[config.mk]
export PLATFORM = sky130hd
export DESIGN_NAME = jtag_dmi_host
export DESIGN_NICKNAME = d
export VERILOG_FILES = /design/src/rtl/jtag_dmi_host.sv
export SDC_FILE = /design/constraint.sdc
export NUM_CORES = 1
export LEC_CHECK = 0
export CAP_MARGIN = 0
export CELL_PAD_IN_SITES_DETAIL_PLACEMENT = 0
export CELL_PAD_IN_SITES_GLOBAL_PLACEMENT = 2
export CORE_MARGIN = 2
export CORE_UTILIZATION = 33
export DETAILED_ROUTE_END_ITERATION = 16
export GPL_TIMING_DRIVEN = 0
export HOLD_SLACK_MARGIN = 0.08
export PLACE_DENSITY = 0.88
export SLEW_MARGIN = 25
export SYNTH_ARGS = -nofsm -noshare
export SYNTH_HDL_FRONTEND = slang
export SYNTH_SLANG_ARGS = --single-unit
export TNS_END_PERCENT = 100
[constraint.sdc]
create_clock -name clk -period 2.7 [get_ports clk]
set_input_delay 0.54 -clock clk [delete_from_list [all_inputs] [get_ports clk]]
set_output_delay 0.54 -clock clk [all_outputs]
set_load 0.005 [all_outputs]
[src/rtl/jtag_dmi_host.sv]
// jtag_dmi_host: JTAG initiator that turns one DMI request (op, addr, data) into a
// full TAP sequence (IR select of DMI when needed, DR scan, Run-Test/Idle) and
// returns the status/data captured during that DR scan.
//
// Ports:
//   clk, rst             system clock, synchronous active-high reset
//   req_valid/req_ready  request handshake; req_op/req_addr/req_data latched on accept
//   rsp_valid            one-cycle pulse; rsp_op/rsp_data hold until the next response
//   busy                 a TAP sequence is in progress
//   tck/tms/tdi/tdo      JTAG pins toward the debug transport
//
// Optional feature macro: JTAG_DMI_HOST_AUTOFETCH_EN
//   When defined, each request is followed by nop scans that fetch the result of the
//   requested access itself (one extra nop if the first fetch reports busy).
module jtag_dmi_host #(
  parameter int unsigned       ABITS      = 7,
  parameter int unsigned       TCK_DIV    = 2,
  parameter int unsigned       IR_LEN     = 5,
  parameter logic [IR_LEN-1:0] IR_DMI     = IR_LEN'(5'h11),
  parameter int unsigned       RTI_CYCLES = 1
) (
  input  logic             clk,
  input  logic             rst,
  input  logic             req_valid,
  output logic             req_ready,
  input  logic [1:0]       req_op,
  input  logic [ABITS-1:0] req_addr,
  input  logic [31:0]      req_data,
  output logic             rsp_valid,
  output logic [1:0]       rsp_op,
  output logic [31:0]      rsp_data,
  output logic             busy,
  output logic             tck,
  output logic             tms,
  output logic             tdi,
  input  logic             tdo
);

  localparam int unsigned DRW = ABITS + 34;

  typedef enum logic [3:0] {
    StTlr, StIdle, StIrHdr, StIrShift, StIrTail,
    StDrHdr, StDrShift, StDrTail, StRti, StResp
  } state_e;

  state_e            st_q;
  logic [15:0]       cnt_q;
  logic [15:0]       div_q;
  logic              tck_q, tms_q, tdi_q;
  logic              ready_q, busy_q, rsp_valid_q, ir_loaded_q;
  logic [1:0]        rsp_op_q;
  logic [31:0]       rsp_data_q;
  logic [DRW-1:0]    sh_q, cap_q;
  logic [IR_LEN-1:0] ir_sh_q;
`ifdef JTAG_DMI_HOST_AUTOFETCH_EN
  logic [ABITS-1:0]  addr_q;
  logic [1:0]        fetch_q;
`endif

  logic              tck_run, div_hit, tck_rise, tck_fall, accept;
  logic [DRW-1:0]    sh_nx;
  logic [IR_LEN-1:0] ir_nx;

  always_comb begin
    tck_run  = (st_q != StIdle) && (st_q != StResp);
    div_hit  = (div_q == 16'(TCK_DIV - 1));
    tck_rise = tck_run && div_hit && !tck_q;
    tck_fall = tck_run && div_hit && tck_q;
    accept   = req_valid && ready_q;
    sh_nx    = sh_q >> 1;
    ir_nx    = ir_sh_q >> 1;
  end

  // Each FSM step happens on a tck falling edge and sets tms/tdi for the next bit,
  // so the TAP sees them stable across the following rising edge.
  always_ff @(posedge clk) begin
    if (rst) begin
      st_q        <= StTlr;
      cnt_q       <= '0;
      div_q       <= '0;
      tck_q       <= 1'b0;
      tms_q       <= 1'b1;
      tdi_q       <= 1'b0;
      ready_q     <= 1'b0;
      busy_q      <= 1'b1;
      rsp_valid_q <= 1'b0;
      rsp_op_q    <= '0;
      rsp_data_q  <= '0;
      ir_loaded_q <= 1'b0;
      sh_q        <= '0;
      cap_q       <= '0;
      ir_sh_q     <= '0;
`ifdef JTAG_DMI_HOST_AUTOFETCH_EN
      addr_q      <= '0;
      fetch_q     <= '0;
`endif
    end else begin
      rsp_valid_q <= 1'b0;
      if (tck_run) begin
        if (div_hit) begin
          div_q <= '0;
          tck_q <= ~tck_q;
        end else begin
          div_q <= div_q + 16'd1;
        end
      end
      // Target's DR bits arrive LSB first; shift in at the MSB end.
      if (tck_rise && st_q == StDrShift) cap_q <= {tdo, cap_q[DRW-1:1]};

      case (st_q)
        StIdle: begin
          if (accept) begin
            sh_q    <= {req_addr, req_data, req_op};
            ir_sh_q <= IR_DMI;
            cnt_q   <= '0;
            div_q   <= '0;
            tck_q   <= 1'b0;
            tms_q   <= 1'b1;
            tdi_q   <= 1'b0;
            busy_q  <= 1'b1;
            ready_q <= 1'b0;
            st_q    <= ir_loaded_q ? StDrHdr : StIrHdr;
`ifdef JTAG_DMI_HOST_AUTOFETCH_EN
            addr_q  <= req_addr;
            fetch_q <= '0;
`endif
          end
        end
        StResp: begin
          rsp_valid_q <= 1'b1;
          rsp_op_q    <= cap_q[1:0];
          rsp_data_q  <= cap_q[33:2];
          busy_q      <= 1'b0;
          ready_q     <= 1'b1;
          tms_q       <= 1'b0;
          st_q        <= StIdle;
        end
        default: begin
          if (tck_fall) begin
            cnt_q <= cnt_q + 16'd1;
            case (st_q)
              StTlr: begin
                if (cnt_q == 16'd5) begin
                  st_q    <= StIdle;
                  tms_q   <= 1'b0;
                  busy_q  <= 1'b0;
                  ready_q <= 1'b1;
                end else begin
                  tms_q <= (cnt_q < 16'd4);
                end
              end
              StIrHdr: begin
                if (cnt_q == 16'd3) begin
                  st_q  <= StIrShift;
                  cnt_q <= '0;
                  tms_q <= (IR_LEN == 1);
                  tdi_q <= ir_sh_q[0];
                end else begin
                  tms_q <= (cnt_q == 16'd0);
                end
              end
              StIrShift: begin
                if (cnt_q == 16'(IR_LEN - 1)) begin
                  st_q  <= StIrTail;
                  cnt_q <= '0;
                  tms_q <= 1'b1;
                  tdi_q <= 1'b0;
                end else begin
                  ir_sh_q <= ir_nx;
                  tdi_q   <= ir_nx[0];
                  tms_q   <= (cnt_q == 16'(IR_LEN - 2));
                end
              end
              StIrTail: begin
                if (cnt_q == 16'd1) begin
                  ir_loaded_q <= 1'b1;
                  st_q        <= StDrHdr;
                  cnt_q       <= '0;
                  tms_q       <= 1'b1;
                end else begin
                  tms_q <= 1'b0;
                end
              end
              StDrHdr: begin
                tms_q <= 1'b0;
                if (cnt_q == 16'd2) begin
                  st_q  <= StDrShift;
                  cnt_q <= '0;
                  tdi_q <= sh_q[0];
                end
              end
              StDrShift: begin
                if (cnt_q == 16'(DRW - 1)) begin
                  st_q  <= StDrTail;
                  cnt_q <= '0;
                  tms_q <= 1'b1;
                  tdi_q <= 1'b0;
                end else begin
                  sh_q  <= sh_nx;
                  tdi_q <= sh_nx[0];
                  tms_q <= (cnt_q == 16'(DRW - 2));
                end
              end
              StDrTail: begin
                tms_q <= 1'b0;
                if (cnt_q == 16'd1) begin
                  st_q  <= StRti;
                  cnt_q <= '0;
                end
              end
              StRti: begin
                tms_q <= 1'b0;
                if (cnt_q == 16'(RTI_CYCLES - 1)) begin
                  cnt_q <= '0;
`ifdef JTAG_DMI_HOST_AUTOFETCH_EN
                  // First fetch always; a second only if the first came back busy.
                  if (fetch_q == 2'd0 || (fetch_q == 2'd1 && cap_q[1:0] == 2'b11)) begin
                    fetch_q <= fetch_q + 2'd1;
                    sh_q    <= {addr_q, 34'd0};
                    tms_q   <= 1'b1;
                    st_q    <= StDrHdr;
                  end else begin
                    st_q <= StResp;
                  end
`else
                  st_q <= StResp;
`endif
                end
              end
              default: ;
            endcase
          end
        end
      endcase
    end
  end

  assign req_ready = ready_q;
  assign busy      = busy_q;
  assign rsp_valid = rsp_valid_q;
  assign rsp_op    = rsp_op_q;
  assign rsp_data  = rsp_data_q;
  assign tck       = tck_q;
  assign tms       = tms_q;
  assign tdi       = tdi_q;

endmodule

# After elaboration in Yosys (flattened, before gate mapping)
# Index checks and enable logic that the tools add are counted.
word_totals:
  reg_bits: 164
  out_inout_bits: 40
  latch_bits: 0
  n_memories: 0
  elab_cells: 149
  ram_bits: 0
  input_bits: 45
  romBits: 0
op_classes:
  eq_ne: 32
  muxes: 67
  shifts: 0
  div: 0
  reduce_logical: 29
  mul: 0
  n_lt_le_gt_ge: 1
  n_addsub: 2
  n_bitwise: 3
ops:
  columns: ["op", "count"]
  rows:
  - ["2-to-1 mux 16 bit", 12]
  - ["2-to-1 mux 41 bit", 4]
  - ["case mux 16 bit (6 select lines)", 1]
  - ["case mux 41 bit (2 select lines)", 1]
  - ["2-to-1 mux 4 bit", 10]
  - ["adder 16 x 1 -> 16 bit (second input constant)", 2]
  - ["== test 16 x 1 -> 1 bit (second input constant)", 2]
  - ["== test 16 x 2 -> 1 bit (second input constant)", 2]
  - ["== test 16 x 3 -> 1 bit (second input constant)", 2]
  - ["== test 16 x 6 -> 1 bit (second input constant)", 2]
  - ["case mux 16 bit (2 select lines)", 1]
  - ["case mux 4 bit (8 select lines)", 1]
  - ["inequality test 4 bit (second input constant)", 7]
  - ["2-to-1 mux 1 bit", 24]
  - ["2-to-1 mux 5 bit", 4]
  - ["== test 4 x 3 -> 1 bit (second input constant)", 4]
  - ["zero test 16 bit", 1]
  - ["less-than comparator 16 x 3 -> 1 bit (second input constant)", 1]
  - ["AND reduction 11 bit", 1]
  - ["case mux 5 bit (2 select lines)", 1]
  - ["AND reduction 5 bit", 2]
  - ["nonzero test 10 bit", 1]
  - ["nonzero test 3 bit", 3]
  - ["== test 4 x 2 -> 1 bit (second input constant)", 2]
  - ["24 further kinds", 43]

# Longest topological paths before layout
# Gate-level depths: netlist of run 1.
depth:
  ltp_word: 6
  mapped_depth: 9
  mapped_depth_nobuf: 8

# Worst setup path after synthesis of run 1
# OpenSTA, ideal clock, no wires.
synth_timing:
  kind: "register -> register"
  startpoint: "reg st_q[0]"
  endpoint: "reg ir_sh_q[1]"
  required_time_ps: 2630
  synth_period_minus_slack_ps: 2106
  arrival_time_ps: 2035
  n_path_buf: 2
  setup_slack_ps: 594
  setup_ps: 70
  path_stages_with_launch: 8
  cell_sequence: "dfxtp_1 > or3b_1 > buf_2 > or3_1 > buf_2 > a21o_1 > or3b_1 > a21oi_1"
synth_via:
  elab_chain_len: 6
  elab_cells_between_ends: 15
  cone_classes: "eq/ne (7); mux (1); bitwise (1); reduce/logical (6)"
synth_rtl:
  columns: ["item", "line", "rtl"]
  rows:
  - ["start, declared", "46", "state_e st_q;"]
  - ["start signal, assigned", "78", "st_q <= StTlr;"]
  - ["start signal, assigned", "122", "st_q <= ir_loaded_q ? StDrHdr : StIrHdr;"]
  - ["start signal, assigned", "136", "st_q <= StIdle;"]
  - ["inequality test 4 x 1 -> 1 bit / inequality test 4 bit (equally long branches)", "65", "tck_run = (st_q != StIdle) && (st_q != StResp);"]
  - ["logical AND 1 bit", "65", null]
  - ["logical AND 1 bit (2 in a row)", "68", "tck_fall = tck_run && div_hit && tck_q;"]
  - ["nonzero test 2 bit (no source line)", null, null]
  - ["AND reduction 5 bit (no source line)", null, null]
  - ["end signal, assigned", "169", "ir_sh_q <= ir_nx;"]
  - ["end, declared", "54", "logic [IR_LEN-1:0] ir_sh_q;"]
# Parallel ways exist; a longest one is shown, timed or not.
# A chain may end at the register's enable or synchronous reset.

# Worst setup path after layout of run 1
layout_timing:
  startpoint: "reg div_q[11]"
  endpoint: "reg cap_q[20]"
layout_via:
  elab_chain_len: 4
layout_rtl:
  columns: ["item", "line", "rtl"]
  rows:
  - ["start, declared", "48", "logic [15:0] div_q;"]
  - ["start signal, assigned", "104", "div_q <= div_q + 16'd1;"]
  - ["== test 16 x 1 -> 1 bit", "66", "div_hit = (div_q == 16'(TCK_DIV - 1));"]
  - ["logical AND 1 bit (2 in a row)", "67", "tck_rise = tck_run && div_hit && !tck_q;"]
  - ["logical AND 1 bit", "108", "if (tck_rise && st_q == StDrShift) cap_q <= {tdo, cap_q[DRW-1:1]};"]
  - ["end signal, assigned", "108", null]
  - ["end, declared", "53", "logic [DRW-1:0] sh_q, cap_q;"]
# Every way passes these cells.

==> results of run 1 <==
==> flip-flops by register name, summed over array words and instances (netlist names) <==
register     count
busy             1
cap_q           41
cnt_q           16
div_q           16
ir_loaded_q      1
ir_sh_q          5
req_ready        1
rsp_data        32
rsp_op           2
rsp_valid        1
sh_q            41
st_q             4
tck              1
tdi              1
tms              1
==> where the power goes <==
part	leakage [uW]	switching [uW]	internal (uW)
logic	0.00120	119	102
clock network	0.000293	1040	1450
registers	0.00132	15.9	2430
==> cell usage in the layout, fill, tap and decap left out, types with 6 or more instances in the layout <==
cell,instances
a211oi_1,44
a21oi_1,95
and3_1,8
buf_2,12
clkbuf_1,47
clkbuf_16,17
clkdlybuf4s50_1,84
dfxtp_1,164
ha_1,6
inv_1,17
mux2i_1,43
nand2_1,168
nand2b_1,6
nand3_1,15
nand4_1,17
nor2_1,96
nor3_1,12
nor4_1,6
o21ai_0,9
or3_1,6
xnor2_1,19
xor2_1,8
==> per-stage QoR <==
step	TNS (ps)	util, %	power [uW]	std cells	worst slack [ps]
final	0	41.9	5160	1265	225
after global routing	0	41.9	5340	1265	0.180
after CTS	0	41.7	5220	1263	61.5
after detailed placement	-2810	38.8	2720	1231	-141
after global placement	-2960	38.8	2720	1231	-179
after floorplan	0	-	2600	867	594
==> cells by family (layout without fill, tap and decap cells) <==
logic type / after synthesis / in the layout / synth area share, %
AO/OA/AOI/OAI: 182 / 182 / 16.4
XOR/XNOR: 27 / 27 / 3.29
adder cells (fa/ha/maj): 6 / 6 / 1.04
buffers and inverters: 79 / 197 / 4.49
flip-flops: 164 / 164 / 45.7
multiplexers: 43 / 43 / 5.99
AND/OR/NAND/NOR: 366 / 366 / 23.1
==> final cells by class <==
cell class	count	area [sq um]	area share, %
Multi-Input combinational cell	624	3620	40.0
Sequential cell	164	3280	36.3
Timing Repair Buffer	87	863	9.54
Clock buffer	20	467	5.16
Tap cell	280	350	3.87
Buffer	61	255	2.82
Clock inverter	12	145	1.60
Inverter	17	63.8	0.705
==> cell usage after synthesis, types with 4 or more instances <==
master	count
a211oi_1	44
a21oi_1	95
and3_1	8
and4_1	4
buf_2	12
clkbuf_1	48
dfxtp_1	164
ha_1	6
inv_1	17
mux2i_1	43
nand2_1	168
nand2b_1	6
nand3_1	15
nand4_1	17
nor2_1	96
nor3_1	13
nor4_1	8
o211ai_1	4
o21ai_0	9
o31ai_1	4
or3_1	6
xnor2_1	19
xor2_1	8
==> final timing paths <==
kind                            slack (ps)         start            to
worst max-delay path                   220     div_q[11]     cap_q[20]
worst min-delay path                   450  rsp_data[12]  rsp_data[12]
worst max register to register         220     div_q[11]     cap_q[20]
worst min register to register         450  rsp_data[12]  rsp_data[12]
==> what timing repair did <==
| action | in CTS | in global routing |
|---|---|---|
| pin swaps | 0 | 2 |
| gates resized for setup | 4 | 2 |
| setup buffers | 0 | 3 |
| setup endpoints to repair | 48 | 17 |
| gates cloned | 0 | 0 |
| hold buffers | 0 | 0 |
==> worst register-to-register path, stage by stage (launching register included) <==
cell	delay (ps)
dfxtp_1	300
clkbuf_1	170
or4_1	520
nor2_2	250
nand2_1	160
nor3b_2	480
buf_2	310
nand2_1	80
a21oi_1	140
==> metal layers <==
layer / part of all wire, % / routed length [um] / vias to the layer above
li1: - / - / 3214
met5: 0 / 0 / -
met2: 44 / 8190 / 126
met1: 48 / 8850 / 2921
met4: 2.3 / 432 / 0
met3: 5.2 / 957 / 28
==> summary.txt, run 1 <==
Synth
  • Post-Syn Area per Cell: a little over 8 sq um
  • Synth cell types: 62
  • Synthesized instance count: between 800 and 900
  • Ys async rst share: 0%
  • Top cells by area in the synthesized netlist: dfxtp_1 (46%), nand2_1 (8.8%), a21oi_1 (6.6%)
  • Number of warnings issued by yosys: 0
  • Synth Register Bits: ~160
  • Synth top area share: between 40% and 50%
  • Post-synth top area cell: dfxtp_1
  • Register area share after synthesis: about 46%
  • EDFF count, synth: 0
  • Syn_nets: 918
  • Main flop type after synthesis: dfxtp_1
  • Synth Cell Area: 0.00719 sq mm

GRT
  • Initial antenna violation count: 0
  • Grt met1 use: around 22%
  • Total track usage: 16.7%
  • First-pass GRT wire length: 30500 um
  • Vias in the first global route: about 6000
  • Largest net degree at the start of global routing: 17
  • Total grt overflow: 0
  • GR Util met3: 4.22%
  • Busiest grt layer: met2
  • Met2 Track Usage GR: 25.5%

Final layout
  • Fillers: 2222
  • Final #Nets: ~1000
  • N_diodes: 0
  • Layout cells sized above 1: 6.90%
  • Post-route cell area: 0.00905 sq mm
  • Syn-to-layout area delta: 25.9%

Clocking
  • CTS Sinks: around 160
  • Root buffer cell: clkbuf_16
  • CTS Buf Count: 17
  • H-tree levels: 4
  • Insertion delay to the later sink of the worst-skew pair: 430 ps
  • Reg clk slew, reported paths: about 60 ps
  • Clock tree buffer depth: 2
  • CTS tree: done

Flow run
  • Max-cap check violation count: 0

Floorplan
  • Initial cell density of the core: 33.3%
  • Die ar.: approximately 0.023 sq mm
  • Core ar.: around 0.022 sq mm
  • Die Ht: 152 um
  • Die X: 152 um
  • Row Count: 54
  • Ports: 85

STA
  • Pins Over Slew Limit: 0
  • RSZ-0062 raised after global routing: no
  • Worst slew margin: a little under 50%
  • Final setup fails: 0
  • Final Hold Viols: 0
  • Final worst path period need: 2480 ps
  • F_max: 404 MHz
  • WHS: 453 ps
  • Layout Skew: approximately 7.2 ps
  • Fin crit share: 91.7%
  • Worst Tran Pin Value: 761 ps

Routing
  • Final ANT Viol Nets: 0
  • Starting DRT DRC Count: 301
  • DRT Pass-1 Iters: 5
  • Final WL: 18400 um
  • Via Count: 6289
  • Via/cell ratio: a little under 5
  • Routed len/inst: 14.6 um
  • Drc violations: 0

Pwr
  • Power Density: ~570 mW/mm^2
  • Leakage Power: 0.00281 uW
  • Peak supply drop: 0.000366 V

Min path
  • Worst Hold Class: reg -> reg
  • Hold path depth: 2

Status
  • Run status: complete, no violations

Setup path
  • Crit path top cell by count: nand2_1
  • CP endpoint kind: flip-flop
  • Critical Path, Cell by Cell: clkbuf_1 > or4_1 > nor2_2 > nand2_1 > nor3b_2 > buf_2 > nand2_1 > a21oi_1
  • Worst path depth: 8
  • Buf/Inv on CP: 2
  • Worst setup path class: reg -> reg
  • Crit-path max FO: 10
  • Slowest stage delay, CP: 520 ps
  • Required @ worst endpoint: 3060 ps
  • Critical Path Source Type: flip-flop
  • Crit-path slowest cell: or4_1
  • Crit path max-delay family: simple AND/OR/NAND/NOR gates
  • FF-to-FF path depth: 8
  • CP Data Arrival Time: 2830 ps

Placement
  • Global placement routability congestion: 0.865
  • Number of port buffers: 84
  • Post-DP HPWL: 13300 um
  • Dpl cell area: 0.00838 sq mm
Power figures use the tool's default switching activity.
==> run 2, diff against run 1 <==
--- a/config.mk
+++ b/config.mk
@@ -5,6 +5,7 @@
 export SDC_FILE = /design/constraint.sdc
 export NUM_CORES = 1
 export LEC_CHECK = 0
+export ABC_CLOCK_PERIOD_IN_PS = 2700
 export CAP_MARGIN = 0
 export CELL_PAD_IN_SITES_DETAIL_PLACEMENT = 0
 export CELL_PAD_IN_SITES_GLOBAL_PLACEMENT = 2
==> results of run 2 <==
Final layout, timing and power as in run 1 (identical DEF).
==> run 3, diff against run 2 <==
--- a/config.mk
+++ b/config.mk
@@ -5,16 +5,16 @@
 export SDC_FILE = /design/constraint.sdc
 export NUM_CORES = 1
 export LEC_CHECK = 0
-export ABC_CLOCK_PERIOD_IN_PS = 2700
+export ABC_CLOCK_PERIOD_IN_PS = 2250
 export CAP_MARGIN = 0
 export CELL_PAD_IN_SITES_DETAIL_PLACEMENT = 0
 export CELL_PAD_IN_SITES_GLOBAL_PLACEMENT = 2
 export CORE_MARGIN = 2
-export CORE_UTILIZATION = 33
+export CORE_UTILIZATION = 30
 export DETAILED_ROUTE_END_ITERATION = 16
 export GPL_TIMING_DRIVEN = 0
 export HOLD_SLACK_MARGIN = 0.08
-export PLACE_DENSITY = 0.88
+export PLACE_DENSITY = 0.84
 export SLEW_MARGIN = 25
 export SYNTH_ARGS = -nofsm -noshare
 export SYNTH_HDL_FRONTEND = slang
==> constraint.sdc (replaced) <==
create_clock -name clk -period 2.25 [get_ports clk]
set_input_delay 0.45 -clock clk [delete_from_list [all_inputs] [get_ports clk]]
set_output_delay 0.45 -clock clk [all_outputs]
set_load 0.02 [all_outputs]
==> summary.txt, run 3 (synthesized netlist as in run 1, its figures left out) <==
Setup path
  • Critical Path, Cell by Cell: nor4_4 > and4_4 > o2bb2ai_2 > nand4_1 > buf_4 > o31ai_4 > buf_6 > nor2_1 (was clkbuf_1 > or4_1 > nor2_2 > nand2_1 > nor3b_2 > buf_2 > nand2_1 > a21oi_1)
  • Crit-path max FO: 5 (was 10)
  • Crit path max-delay family: simple AND/OR/NAND/NOR gates (unchanged)
  • Crit-path slowest cell: nor4_4 (was or4_1)
  • Buf/Inv on CP: 2 (unchanged)
  • CP Data Arrival Time: 2570 ps (was 2830 ps)
  • FF-to-FF path depth: 8 (unchanged)
  • Reg2reg end: cnt_q[5] (was cap_q[20])
  • Required @ worst endpoint: 2570 ps (was 3060 ps)
  • Reg2Reg Setup Slack: -3 ps (was 220 ps)
  • CP endpoint kind: flip-flop (unchanged)
  • Slowest stage delay, CP: 400 ps (was 520 ps)
  • Startpoint of the worst register-to-register path: cnt_q[13] (was div_q[11])
  • Critical Path Source Type: flip-flop (unchanged)
  • Worst setup path class: reg -> reg (unchanged)

GRT
  • First-pass GRT wire length: 31000 um (was 30500 um)
  • Initial antenna violation count: 1 (was 0)
  • Total track usage: 15.0% (was 16.7%)
  • Largest net degree at the start of global routing: 17 (unchanged)
  • Total grt overflow: 0 (unchanged)
  • Vias in the first global route: 6074 (was 6014)

STA
  • Final Hold Viols: 0 (unchanged)
  • WHS: 450 ps (was 453 ps)
  • Final setup fails: 1 (was 0)
  • Worst slew margin: 62.2% (was 49.2%)
  • Final worst path period need: 2250 ps (was 2480 ps)
  • F_max: 444 MHz (was 404 MHz)
  • Worst Tran Pin Value: 566 ps (was 761 ps)
  • Fin crit share: 100% (was 91.7%)
  • Post-route worst setup slack: -3.02 ps (was 225 ps)
  • RSZ-0062 raised after global routing: yes (was no)
  • Layout Skew: 16.3 ps (was 7.23 ps)
  • Pins Over Slew Limit: 0 (unchanged)

Clocking
  • CTS Buf Count: 17 (unchanged)
  • Insertion delay to the later sink of the worst-skew pair: 430 ps (about the same)
  • Hold-fix buffers, CTS: 0 (unchanged)
  • Root buffer cell: clkbuf_16 (unchanged)
  • Clock tree buffer depth: 2 (unchanged)
  • CTS tree: done (unchanged)
  • Reg clk slew, reported paths: 60 ps (about the same)
  • CTS Sinks: 164 (unchanged)
  • H-tree levels: 4 (unchanged)

Final layout
  • Reg area: 0.00331 sq mm (was 0.00328 sq mm)
  • Syn-to-layout area delta: 33.2% (was 25.9%)
  • N_diodes: 0 (unchanged)
  • Final #Nets: 1046 (was 1023)
  • Post-route cell area: 0.00958 sq mm (was 0.00905 sq mm)
  • Fillers: 2405 (was 2222)
  • Most frequent cells in the layout: nand2_1 (167), dfxtp_1 (154), nor2_1 (89) (was nand2_1 (168), dfxtp_1 (164), nor2_1 (96))
  • Layout cells sized above 1: 15.1% (was 6.90%)
  • Multi-input gate area: 0.00383 sq mm (was 0.00362 sq mm)
  • Most common cell after layout, fill and taps aside: nand2_1 (unchanged)

Routing
  • DRT Pass-1 Iters: 4 (was 5)
  • Via Count: 6417 (was 6289)
  • Via/cell ratio: 4.84 (was 4.97)
  • Drc violations: 0 (unchanged)
  • Starting DRT DRC Count: 328 (was 301)
  • Routed len/inst: 14.6 um (about the same)
  • Final ANT Viol Nets: 0 (unchanged)
  • Final WL: 19300 um (was 18400 um)

Floorplan
  • Core ar.: 0.0235 sq mm (was 0.0216 sq mm)
  • Initial cell density of the core: 30.6% (was 33.3%)
  • Die Ht: 159 um (was 152 um)
  • Row Count: 56 (was 54)
  • Ports: 85 (unchanged)
  • Die ar.: 0.0252 sq mm (was 0.0230 sq mm)
  • Die X: 159 um (was 152 um)

Status
  • Run status: finished with violations (was complete, no violations)
  • Failing checks: setup timing

Placement
  • Dpl cell area: 0.00843 sq mm (was 0.00838 sq mm)
  • Number of port buffers: 84 (unchanged)
  • Global placement routability congestion: 0.834 (was 0.865)
  • Post-DP HPWL: 13400 um (was 13300 um)

Min path
  • Hold path start: cap_q[34] (was rsp_data[12])
  • Hold path depth: 2 (unchanged)
  • Worst Hold Class: reg -> reg (unchanged)
  • Hold Path End: cap_q[34] (was rsp_data[12])

Pwr
  • Leakage Power: 0.00301 uW (was 0.00281 uW)
  • Power Density: 650 mW/mm^2 (was 570 mW/mm^2)
  • Peak supply drop: 0.000424 V (was 0.000366 V)

Flow run
  • Max-cap check violation count: 0 (unchanged)
## run 3: changes by cell type in the layout (fill, tap and decap cells not counted), sizes merged
cell	before	now
o21ai	11	12
clkbuf	67	69
clkinvlp	3	2
buf	17	37
inv	20	22
clkinv	4	3
## run 3: per-layer routing
layer  GRT usage (%)  part of all wire, %  wire [um]
met3            4.10                  5.0        973
met1            19.4                   48       9190
met5               0                0.083         16
met2            23.6                   45       8660
met4            6.05                  2.4        461
## run 3: power by group
part	leakage [uW]	internal [uW]	switching (uW)
registers	0.00133	2910	26.8
clock network	0.000290	1720	1250
logic	0.00140	148	167
total	0.00301	4780	1440
## run 3: worst min-delay path, stage by stage (launching register included)
cell     delay, ps
dfxtp_1        310
nand2_1         50
a21oi_1         50
## run 3: worst max path at each step
stage	slack (ps)	to	cells after the start	start
after floorplan	140	ir_sh_q[1]	7	st_q[0]
after global placement	-690	cnt_q[3]	7	cnt_q[7]
after detailed placement	-700	cnt_q[5]	7	cnt_q[7]
after CTS	0.6	tck	1	tck
after global routing	-80	cnt_q[5]	10	cnt_q[0]
final	-3	cnt_q[5]	8	cnt_q[13]
## run 3: timing repair
action	in CTS	in global routing
setup buffers	8	19
setup endpoints to repair	123	129
gates cloned	1	1
gates resized for setup	38	72
endpoints found under the hold margin	0	0
pin swaps	7	29
## run 3: final cells by class
class | count | share of cell area [%]
multi-input cells | 625 | 40.0
flip-flops and latches | 164 | 34.5
repair buffers | 112 | 11.2
clock buffers | 20 | 4.77
well taps | 319 | 4.17
plain buffers | 58 | 3.19
clock inverters | 12 | 1.50
inverters | 17 | 0.666
## run 3: per-stage QoR
stage / util, % / TNS, ps / std cells / total power [uW] / worst slack [ps]
6_report: 40.8 / -3.02 / 1327 / 6220 / -3.02
5_1_grt: 40.8 / -907 / 1327 / 6430 / -81.8
4_1_cts: 39.4 / 0 / 1308 / 6290 / 0.607
3_5_place_dp: 35.9 / -44070 / 1270 / 3270 / -698
2_1_floorplan: - / 0 / 867 / 3130 / 144
3_3_place_gp: 35.9 / -47740 / 1270 / 3270 / -685
